File: config.mk
export PLATFORM = sky130hd
export DESIGN_NAME = rr_req_queue_2
export DESIGN_NICKNAME = d
export VERILOG_FILES = /design/src/rtl/rr_req_queue_2.sv
export SDC_FILE = /design/constraint.sdc
export NUM_CORES = 1
export LEC_CHECK = 0
export CELL_PAD_IN_SITES_DETAIL_PLACEMENT = 2
export CELL_PAD_IN_SITES_GLOBAL_PLACEMENT = 2
export CORE_AREA = 5 5 118 120
export DETAILED_ROUTE_END_ITERATION = 8
export DIE_AREA = 0 0 123 125
export PLACE_DENSITY = 0.6
export SYNTH_ARGS = -nofsm -noshare
export SYNTH_HDL_FRONTEND = slang
export SYNTH_SLANG_ARGS = --single-unit
File: constraint.sdc
create_clock -name clk -period 3.2 [get_ports clk]
set_input_delay 0.96 -clock clk [delete_from_list [all_inputs] [get_ports clk]]
set_output_delay 0.96 -clock clk [all_outputs]
set_load 0.02 [all_outputs]
File: src/rtl/rr_req_queue_2.sv
// Two-channel FIFO front-end for a 2-way round-robin arbiter; pops the granted channel, registered output 1 cycle after gnt.
// Per-channel in_ready = FIFO not full (registered state only); no output backpressure. RR_REQ_QUEUE_COUNT_EN adds occ0/occ1.
module rr_req_queue_2 #(
    parameter int DW    = 8,
    parameter int DEPTH = 4,
    localparam int CW   = $clog2(DEPTH + 1)
) (
    input  logic          clk,
    input  logic          rst,
    input  logic          in0_valid,
    input  logic [DW-1:0] in0_data,
    output logic          in0_ready,
    input  logic          in1_valid,
    input  logic [DW-1:0] in1_data,
    output logic          in1_ready,
    output logic [1:0]    req,
    input  logic [1:0]    gnt,
`ifdef RR_REQ_QUEUE_COUNT_EN
    output logic [CW-1:0] occ0,
    output logic [CW-1:0] occ1,
`endif
    output logic          out_valid,
    output logic [DW-1:0] out_data,
    output logic          out_ch
);

    localparam int PW = (DEPTH > 1) ? $clog2(DEPTH) : 1;
    localparam logic [CW-1:0] FULL_CNT = CW'(DEPTH);
    localparam logic [PW-1:0] LAST_PTR = PW'(DEPTH - 1);

    logic [DW-1:0] mem_q [2][DEPTH];
    logic [PW-1:0] wr_ptr_q [2];
    logic [PW-1:0] wr_ptr_d [2];
    logic [PW-1:0] rd_ptr_q [2];
    logic [PW-1:0] rd_ptr_d [2];
    logic [CW-1:0] cnt_q [2];
    logic [CW-1:0] cnt_d [2];
    logic [DW-1:0] in_dat [2];
    logic [1:0]    in_vld;
    logic [1:0]    not_full;
    logic [1:0]    not_empty;
    logic [1:0]    push;
    logic [1:0]    pop;
    logic          pop_ok;
    logic          pop_ch;

    logic          out_valid_q;
    logic [DW-1:0] out_data_q;
    logic          out_ch_q;

    function automatic logic [PW-1:0] ptr_inc(input logic [PW-1:0] p);
        return (p == LAST_PTR) ? '0 : p + 1'b1;
    endfunction

    always_comb begin
        in_vld    = {in1_valid, in0_valid};
        in_dat[0] = in0_data;
        in_dat[1] = in1_data;
        for (int c = 0; c < 2; c++) begin
            not_full[c]  = (cnt_q[c] != FULL_CNT);
            not_empty[c] = (cnt_q[c] != '0);
        end
        // Only a one-hot grant to a non-empty channel pops; anything else is ignored.
        pop[0] = (gnt == 2'b01) && not_empty[0];
        pop[1] = (gnt == 2'b10) && not_empty[1];
        pop_ok = |pop;
        pop_ch = pop[1];
        for (int c = 0; c < 2; c++) begin
            push[c]     = in_vld[c] && not_full[c];
            wr_ptr_d[c] = push[c] ? ptr_inc(wr_ptr_q[c]) : wr_ptr_q[c];
            rd_ptr_d[c] = pop[c]  ? ptr_inc(rd_ptr_q[c]) : rd_ptr_q[c];
            case ({push[c], pop[c]})
                2'b10:   cnt_d[c] = cnt_q[c] + 1'b1;
                2'b01:   cnt_d[c] = cnt_q[c] - 1'b1;
                default: cnt_d[c] = cnt_q[c];
            endcase
        end
    end

    always_ff @(posedge clk) begin
        if (rst) begin
            for (int c = 0; c < 2; c++) begin
                wr_ptr_q[c] <= '0;
                rd_ptr_q[c] <= '0;
                cnt_q[c]    <= '0;
            end
            out_valid_q <= 1'b0;
            out_data_q  <= '0;
            out_ch_q    <= 1'b0;
        end else begin
            for (int c = 0; c < 2; c++) begin
                wr_ptr_q[c] <= wr_ptr_d[c];
                rd_ptr_q[c] <= rd_ptr_d[c];
                cnt_q[c]    <= cnt_d[c];
            end
            out_valid_q <= pop_ok;
            if (pop_ok) begin
                out_data_q <= mem_q[pop_ch][rd_ptr_q[pop_ch]];
                out_ch_q   <= pop_ch;
            end
        end
    end

    // Storage needs no reset: entries are only read when the count says they are valid.
    always_ff @(posedge clk) begin
        for (int c = 0; c < 2; c++) begin
            if (push[c]) begin
                mem_q[c][wr_ptr_q[c]] <= in_dat[c];
            end
        end
    end

    assign in0_ready = not_full[0];
    assign in1_ready = not_full[1];
    assign req       = not_empty;
    assign out_valid = out_valid_q;
    assign out_data  = out_data_q;
    assign out_ch    = out_ch_q;

`ifdef RR_REQ_QUEUE_COUNT_EN
    assign occ0 = cnt_q[0];
    assign occ1 = cnt_q[1];
`endif

endmodule

== Yosys cells after proc, flatten, opt, wreduce, memory -nomap -nowiden ==
Memories as Yosys holds them, arrays and structs flattened.
Index checks and enable logic that the tools add are counted.
Operators by class
  add/subtract/negate cells: 8
  multipliers: 0
  divide/modulo/power cells: 0
  magnitude comparators: 5
  equality and inequality tests: 12
  shift operators: 0
  mux-type cells: 30
  bitwise operators: 9
  reductions and logical operators: 9
Operator list (count)
  two-way mux 32 bit: 2
  demux 8 bit (select 2 bit): 2
  two-way mux 8 bit: 4
  two-way mux 2 bit: 12
  binary-select mux 8 bit (select 2 bit): 1
  equality test 2 bit (second input constant): 7
  case mux 3 bit (2 select lines): 2
  greater-or-equal comparator 3 bit (second input constant): 3
  NOT 2 -> 3 bit: 3
  adder 2 x 1 -> 2 bit (second input constant): 4
  adder 3 x 1 -> 3 bit (second input constant): 2
  equality test 2 x 1 -> 1 bit (second input constant): 3
  logical AND 1 bit: 6
  < comparator 3 x 1 -> 1 bit (second input constant): 2
  two-way mux 3 bit: 2
  inequality test 3 bit (second input constant): 2
  bitwise OR 1 bit: 6
  nonzero test 3 bit: 2
  subtractor 3 x 1 -> 3 bit (second input constant): 2
  two-way mux 1 bit: 5
  OR reduction 2 bit: 1
Word-level totals
  flip-flop bits (word level): 10
  latch bits: 0
  bits in writable memories: 78
  ROM bits: 0
  input bits: 22
  word-level logic and storage cells: 80
  memories kept: 4
Memories
  mem_q: words 2, bits a word 32, read ports 1, clocked after memory_dff 0, write ports 2, RTL line 31  | logic [DW-1:0] mem_q [2][DEPTH];
  cnt_q: words 2, bits a word 3, read ports 2, clocked after memory_dff 0, write ports 2, RTL line 36  | logic [CW-1:0] cnt_q [2];
  rd_ptr_q: words 2, bits a word 2, read ports 3, clocked after memory_dff 0, write ports 2, RTL line 34  | logic [PW-1:0] rd_ptr_q [2];
  wr_ptr_q: words 2, bits a word 2, read ports 2, clocked after memory_dff 0, write ports 2, RTL line 32  | logic [PW-1:0] wr_ptr_q [2];

== Logic depth before layout (Yosys ltp) ==
Gate-level depths: netlist of run 1.
An unclocked memory read counts as a cell.
  depth in word-level cells: 7
  mapped depth: 10
  mapped depth without buffers: 10

== Worst setup path before layout of run 1 ==
OpenSTA, ideal clock, no wires.
  path kind: input to register
  start: input gnt[0]
  end: memory cnt_q[0][5] (netlist bit)
  data arrival time: 2.650 ns
  data required time: 3.129 ns
  path slack: 0.479 ns
  stages on the path: 10
  path buffers: 1
  cell sequence: nand2b_1 -> buf_2 -> nand2b_1 -> inv_1 -> ha_1 -> inv_1 -> fa_1 -> xor2_1 -> or3_1 -> a21oi_1
RTL lines
  start: declaration: RTL line 17  | input logic [1:0] gnt,
  end: declaration: RTL line 36

==> results of run 1 <==
[flip-flops by register name (all words and copies together), names as in the netlist]
signal	flops
wr_ptr_q	4
mem_q	64
out_valid	1
out_ch	1
cnt_q	6
out_data	8
rd_ptr_q	4
[power by group through the flow]
stage	registers (uW)	clock network (uW)	logic [uW]
3_3_place_gp	1430	0	588
3_5_place_dp	1440	0	605
2_1_floorplan	1430	0	367
5_1_grt	1420	1000	657
4_1_cts	1410	949	610
6_report	1410	917	592
[final cells by class]
cell class / count / area [um^2] / share of cell area
sequential: 88 / 2400 / 0.531
multi-input combinational: 120 / 1160 / 0.256
tap: 176 / 220 / 0.0487
clock inverter: 3 / 13.8 / 0.00304
inverter: 21 / 78.8 / 0.0174
timing repair buffer: 43 / 410 / 0.0907
clock buffer: 13 / 240 / 0.0531
[synth_stat cells (7+ instances only)]
cell type	number	area, um^2
mux4_2	12	270
o21ai_0	7	35.0
inv_1	21	78.8
dfxtp_1	24	480
and3_1	8	50.1
ha_1	12	150
a21oi_1	13	65.1
nor2_1	10	37.5
edfxtp_1	64	1920
nor3_1	16	80.1
[per-layer routing]
metal | up-vias | wire length (um) | global-route usage | part of all wire
li1 | 998 | - | - | -
met1 | 1076 | 3840 | 0.154 | 0.46
met2 | 25 | 4160 | 0.193 | 0.50
met3 | 11 | 182 | 0.0257 | 0.022
met4 | 0 | 153 | 0.0469 | 0.018
met5 | - | 0 | 0 | 0
[through the flow]
| stage | hold WS (ps) | std cells | util | area (um^2) | power (uW) |
|---|---|---|---|---|---|
| after global placement | 466 | 448 | 0.332 | 4270 | 2020 |
| after detailed placement | 472 | 448 | 0.332 | 4270 | 2040 |
| after floorplan | 500 | 243 | - | 3720 | 1800 |
| after CTS | 481 | 464 | 0.351 | 4520 | 2970 |
| after global routing | 506 | 464 | 0.351 | 4520 | 3080 |
| final | 473 | 464 | 0.351 | 4520 | 2920 |
[worst max-delay path, stage by stage, from the launching register on]
cell and delay, ps:
dfxtp_1 400, or3b_1 550, clkdlybuf4s50_1 610
[cells by family (layout without fill, tap and decap cells)]
kind of cell    count (synthesis)  in the layout  synth area share
flops                          88             88             0.645
simple gates                   53             53            0.0830
buf+inv                        35             80            0.0440
compound gates                 33             33            0.0665
mux                            16             16             0.101
fa+ha+maj                      14             14            0.0511
xor+xnor                        4              4           0.00941
[path summary, 6_finish.rpt]
check	from	endpoint	slack, ps	cells after the start
max reg2reg	cnt_q[0][2]	cnt_q[0][2]	720	8
max	cnt_q[0][2]	in0_ready	340	2
min	out_data[2]	out_data[2]	470	2
min reg2reg	out_data[2]	out_data[2]	470	2
==> results.yml, run 1 <==
run_status:
  outcome: "completed"
job:
  cap_violations: 0
cts:
  cts_tree: "done"
  clk_pin_slew_ps: 60
  cts_setup_buffers: 0
  cts_resized: 0
  clockRootBuffer: "clkbuf_16"
  clkLatencyLatePin_ps: 330
  ctsHoldBuffers: 0
  clk_path_buf_depth: 2
  htree_levels: 3
  numClockSinks: 88
  cts_buffers: 9
route:
  drc: 0
  first_pass_iters: 4
  totalWireLength_mm: 8.33
  ant_nets: 0
  drt_iter0_drc: 87
  num_vias: 2110
  avgRoutedWirePerCell_um: 18.0
  vias_per_cell: 4.55
pwr:
  seqPwrFrac: 0.483
  p_int_uw: 2120
  p_switching_uw: 794
  netSwitchingFraction: 0.272
  p_leak_uw: 0.00151
  pwr-share-clk: 0.314
  peakVddDrop_mv: 0.244
  p_comb_frac: 0.203
  power_density_nw_per_um2: 645
timing:
  finalHoldViolCount: 0
  rsz0062_at_grt: "false"
  clock.fmax_mhz: 350
  layout_setup_ws_ps: 341
  finClkSkew_ps: 6.22
  tightest_slew_ps: 689
  period_needed_ps: 2860
  fin_crit_sh: 0.893
  tns_ps: 0
  finalSetupViolations: 0
  slew_viol_final: 0
  max_slew_margin: 0.540
global_route:
  grt_pass1_wl_mm: 13.6
  grt_overflow: 0
  grt_pass1_vias: 2425
  antenna_found_initial: 0
  grt.total_usage: 0.119
  grt_start_max_net_pins: 17
yosys:
  synth_cell_type_count: 32
  synth_edf_count: 64
  syn-num-nets: 279
  netlist_area_um2: 3720
  synth_area_per_cell_um2: 15.3
  synth_warnings: 0
  synthCells: 243
  synth_seq_cells: 88
  ys.flop_type: "edfxtp_1"
  synthArstFlopShare: 0
  seq_area_frac_synth: 0.645
die:
  io_pins: 36
  die_w_um: 123
  start_util: 0.289
  floorplan.die.height_um: 125
  core_um2: 12900
  dieArea_um2: 15400
  num_rows: 42
final_layout:
  diodes: 0
  nFillCells: 1320
  layout.cells.most_common: "edfxtp_1"
  drive_gt1_frac: 0.139
  syn_to_final_growth_pct: 21.5
  final_cell_mix: "64 x edfxtp_1, 35 x clkdlybuf4s50_1, 24 x dfxtp_1, 21 x inv_1, 16 x nor3_1"
  fin_nets: 319
critical_path:
  crit_type: "reg -> out"
  crit_fanout: 10
  worst_setup_path_start_kind: "flop"
  worstPathArrival_ps: 1900
  cp-end-kind: "output port"
  crit_required_ps: 2240
worst_hold_path:
  hold_class: "reg -> reg"
placed_design:
  pre_cts_slack_ps: 16.2
  dpl.hpwl_mm: 6.13
  gp_congestion: 0.678
  port_buffers: 35
Power figures use the tool's default switching activity.
==> run 2, diff against run 1 <==
--- a/config.mk
+++ b/config.mk
@@ -12,3 +12,5 @@
 export DIE_AREA = 0 0 123 125
+export GPL_ROUTABILITY_DRIVEN = 0
 export PLACE_DENSITY = 0.6
+export SETUP_SLACK_MARGIN = 0.1
 export SYNTH_ARGS = -nofsm -noshare
==> constraint.sdc (replaced) <==
create_clock -name clk -period 3.2 [get_ports clk]
set_input_delay 0.64 -clock clk [delete_from_list [all_inputs] [get_ports clk]]
set_output_delay 0.64 -clock clk [all_outputs]
set_load 0.02 [all_outputs]
==> results.yml, run 2 (same netlist as run 1, synthesis figures left out) <==
cts:
  ctsHoldBuffers: 0
  clk_pin_slew_ps: 60
  clk_path_buf_depth: 2
  numClockSinks: 88
  cts_setup_buffers: 0
  clkLatencyLatePin_ps: 340
  clockRootBuffer: "clkbuf_16"
  cts_tree: "done"
  cts_buffers: 9
  htree_levels: 3
  cts_resized: 0
die:
  io_pins: 36
  num_rows: 42
  core_um2: 12900
  floorplan.die.height_um: 125
  start_util: 0.289
  dieArea_um2: 15400
  die_w_um: 123
global_route:
  grt_pass1_vias: 2354
  grt_start_max_net_pins: 17
  antenna_found_initial: 0
  grt.total_usage: 0.113
  grt_pass1_wl_mm: 13.0
  grt_overflow: 0
pwr:
  power.total_uw: 2910
  netSwitchingFraction: 0.276
  p_comb_frac: 0.193
  seqPwrFrac: 0.484
  p_leak_uw: 0.00149
  p_int_uw: 2100
  pwr-share-clk: 0.322
  p_switching_uw: 804
  power_density_nw_per_um2: 648
  peakVddDrop_mv: 0.229
worst_hold_path:
  holdPathEnd: "out_data[2]"
  min_from: "out_data[2]"
  hold_class: "reg -> reg"
  hold_depth: 2
critical_path:
  cp-end-kind: "output port"
  crit_fanout: 14
  critical_path.max_stage_delay_ps: 580
  crit_chain: "nor3_4 -> inv_1 -> clkdlybuf4s50_1"
  cp_top_family: "buffers and inverters"
  rr_startpoint: "cnt_q[0][2]"
  slowest_stage: "clkdlybuf4s50_1"
  r2r_cells: 8
  crit_required_ps: 2560
  worst_setup_path_start_kind: "flop"
  r2r_slack_ps: 690
  worstPathArrival_ps: 1950
  worstPathBufferInverterCount: 2
  r2r-end: "cnt_q[0][2]"
  crit_type: "reg -> out"
  worstSetupStartpoint: "cnt_q[0][5]"
timing:
  max_slew_margin: 0.501
  clock.fmax_mhz: 386
  finalSetupViolations: 0
  tns_ps: 0
  slew_viol_final: 0
  finClkSkew_ps: 7.08
  rsz0062_at_grt: "false"
  finalHoldViolCount: 0
  period_needed_ps: 2590
  fin_crit_sh: 0.810
  tightest_slew_ps: 746
final_layout:
  diodes: 0
  nFillCells: 1323
  drive_gt1_frac: 0.131
  fin_nets: 314
  final_util: 0.349
  syn_to_final_growth_pct: 20.6
  final_cell_mix: "64 x edfxtp_1, 35 x clkdlybuf4s50_1, 24 x dfxtp_1, 21 x inv_1, 16 x nor3_1"
  layout.cells.most_common: "edfxtp_1"
  largest_reg_flops: 64
route:
  drt_iter0_drc: 96
  first_pass_iters: 4
  num_vias: 2085
  vias_per_cell: 4.54
  totalWireLength_mm: 8.03
  avgRoutedWirePerCell_um: 17.5
  drc: 0
  ant_nets: 0
placed_design:
  port_buffers: 35
  dpl.hpwl_mm: 5.79
job:
  cap_violations: 0
run_status:
  outcome: "completed"
-- run 2: worst max path at each step --
stage,cells past startpoint,slack [ps],endpoint
after global placement,10,440,cnt_q[0][5]
after detailed placement,10,370,cnt_q[0][5]
final,3,610,req[1]
after global routing,3,450,req[1]
after CTS,3,540,req[1]
after floorplan,10,800,cnt_q[0][5]
-- run 2: power groups by stage --
stage / combinational [uW] / clock, uW / sequential (uW)
floorplan: 367 / 0 / 1430
finish: 563 / 937 / 1410
global route: 624 / 1030 / 1430
detailed placement: 578 / 0 / 1440
CTS: 582 / 977 / 1410
global placement: 565 / 0 / 1430
-- run 2: through the flow --
stage	worst slack (ps)	cell area (um^2)	cells	hold slack, ps
global placement	440	4230	443	465
finish	607	4490	459	474
CTS	536	4490	459	484
global route	452	4490	459	510
floorplan	799	3720	243	500
detailed placement	370	4230	443	473
-- run 2: worst min-delay path, stage by stage, from the launching register on --
cell and delay, ps:
dfxtp_1 310, inv_1 60, a2111oi_2 50
-- run 2: cell type report --
cell class / count / area [um^2] / area share
clock buffer: 12 / 236 / 0.0527
timing repair buffer: 38 / 373 / 0.0830
inverter: 21 / 78.8 / 0.0176
clock inverter: 4 / 22.5 / 0.00502
multi-input combinational: 120 / 1160 / 0.258
sequential: 88 / 2400 / 0.535
tap: 176 / 220 / 0.0490
-- run 2: metal layers --
| layer | share of wire | vias to the layer above | wire length (um) | GRT usage |
|---|---|---|---|---|
| met4 | 0.016 | 0 | 129 | 0.0430 |
| met5 | 0 | - | 0 | 0 |
| met1 | 0.46 | 1057 | 3670 | 0.150 |
| met2 | 0.50 | 33 | 3990 | 0.179 |
| li1 | - | 988 | - | - |
| met3 | 0.030 | 7 | 240 | 0.0285 |
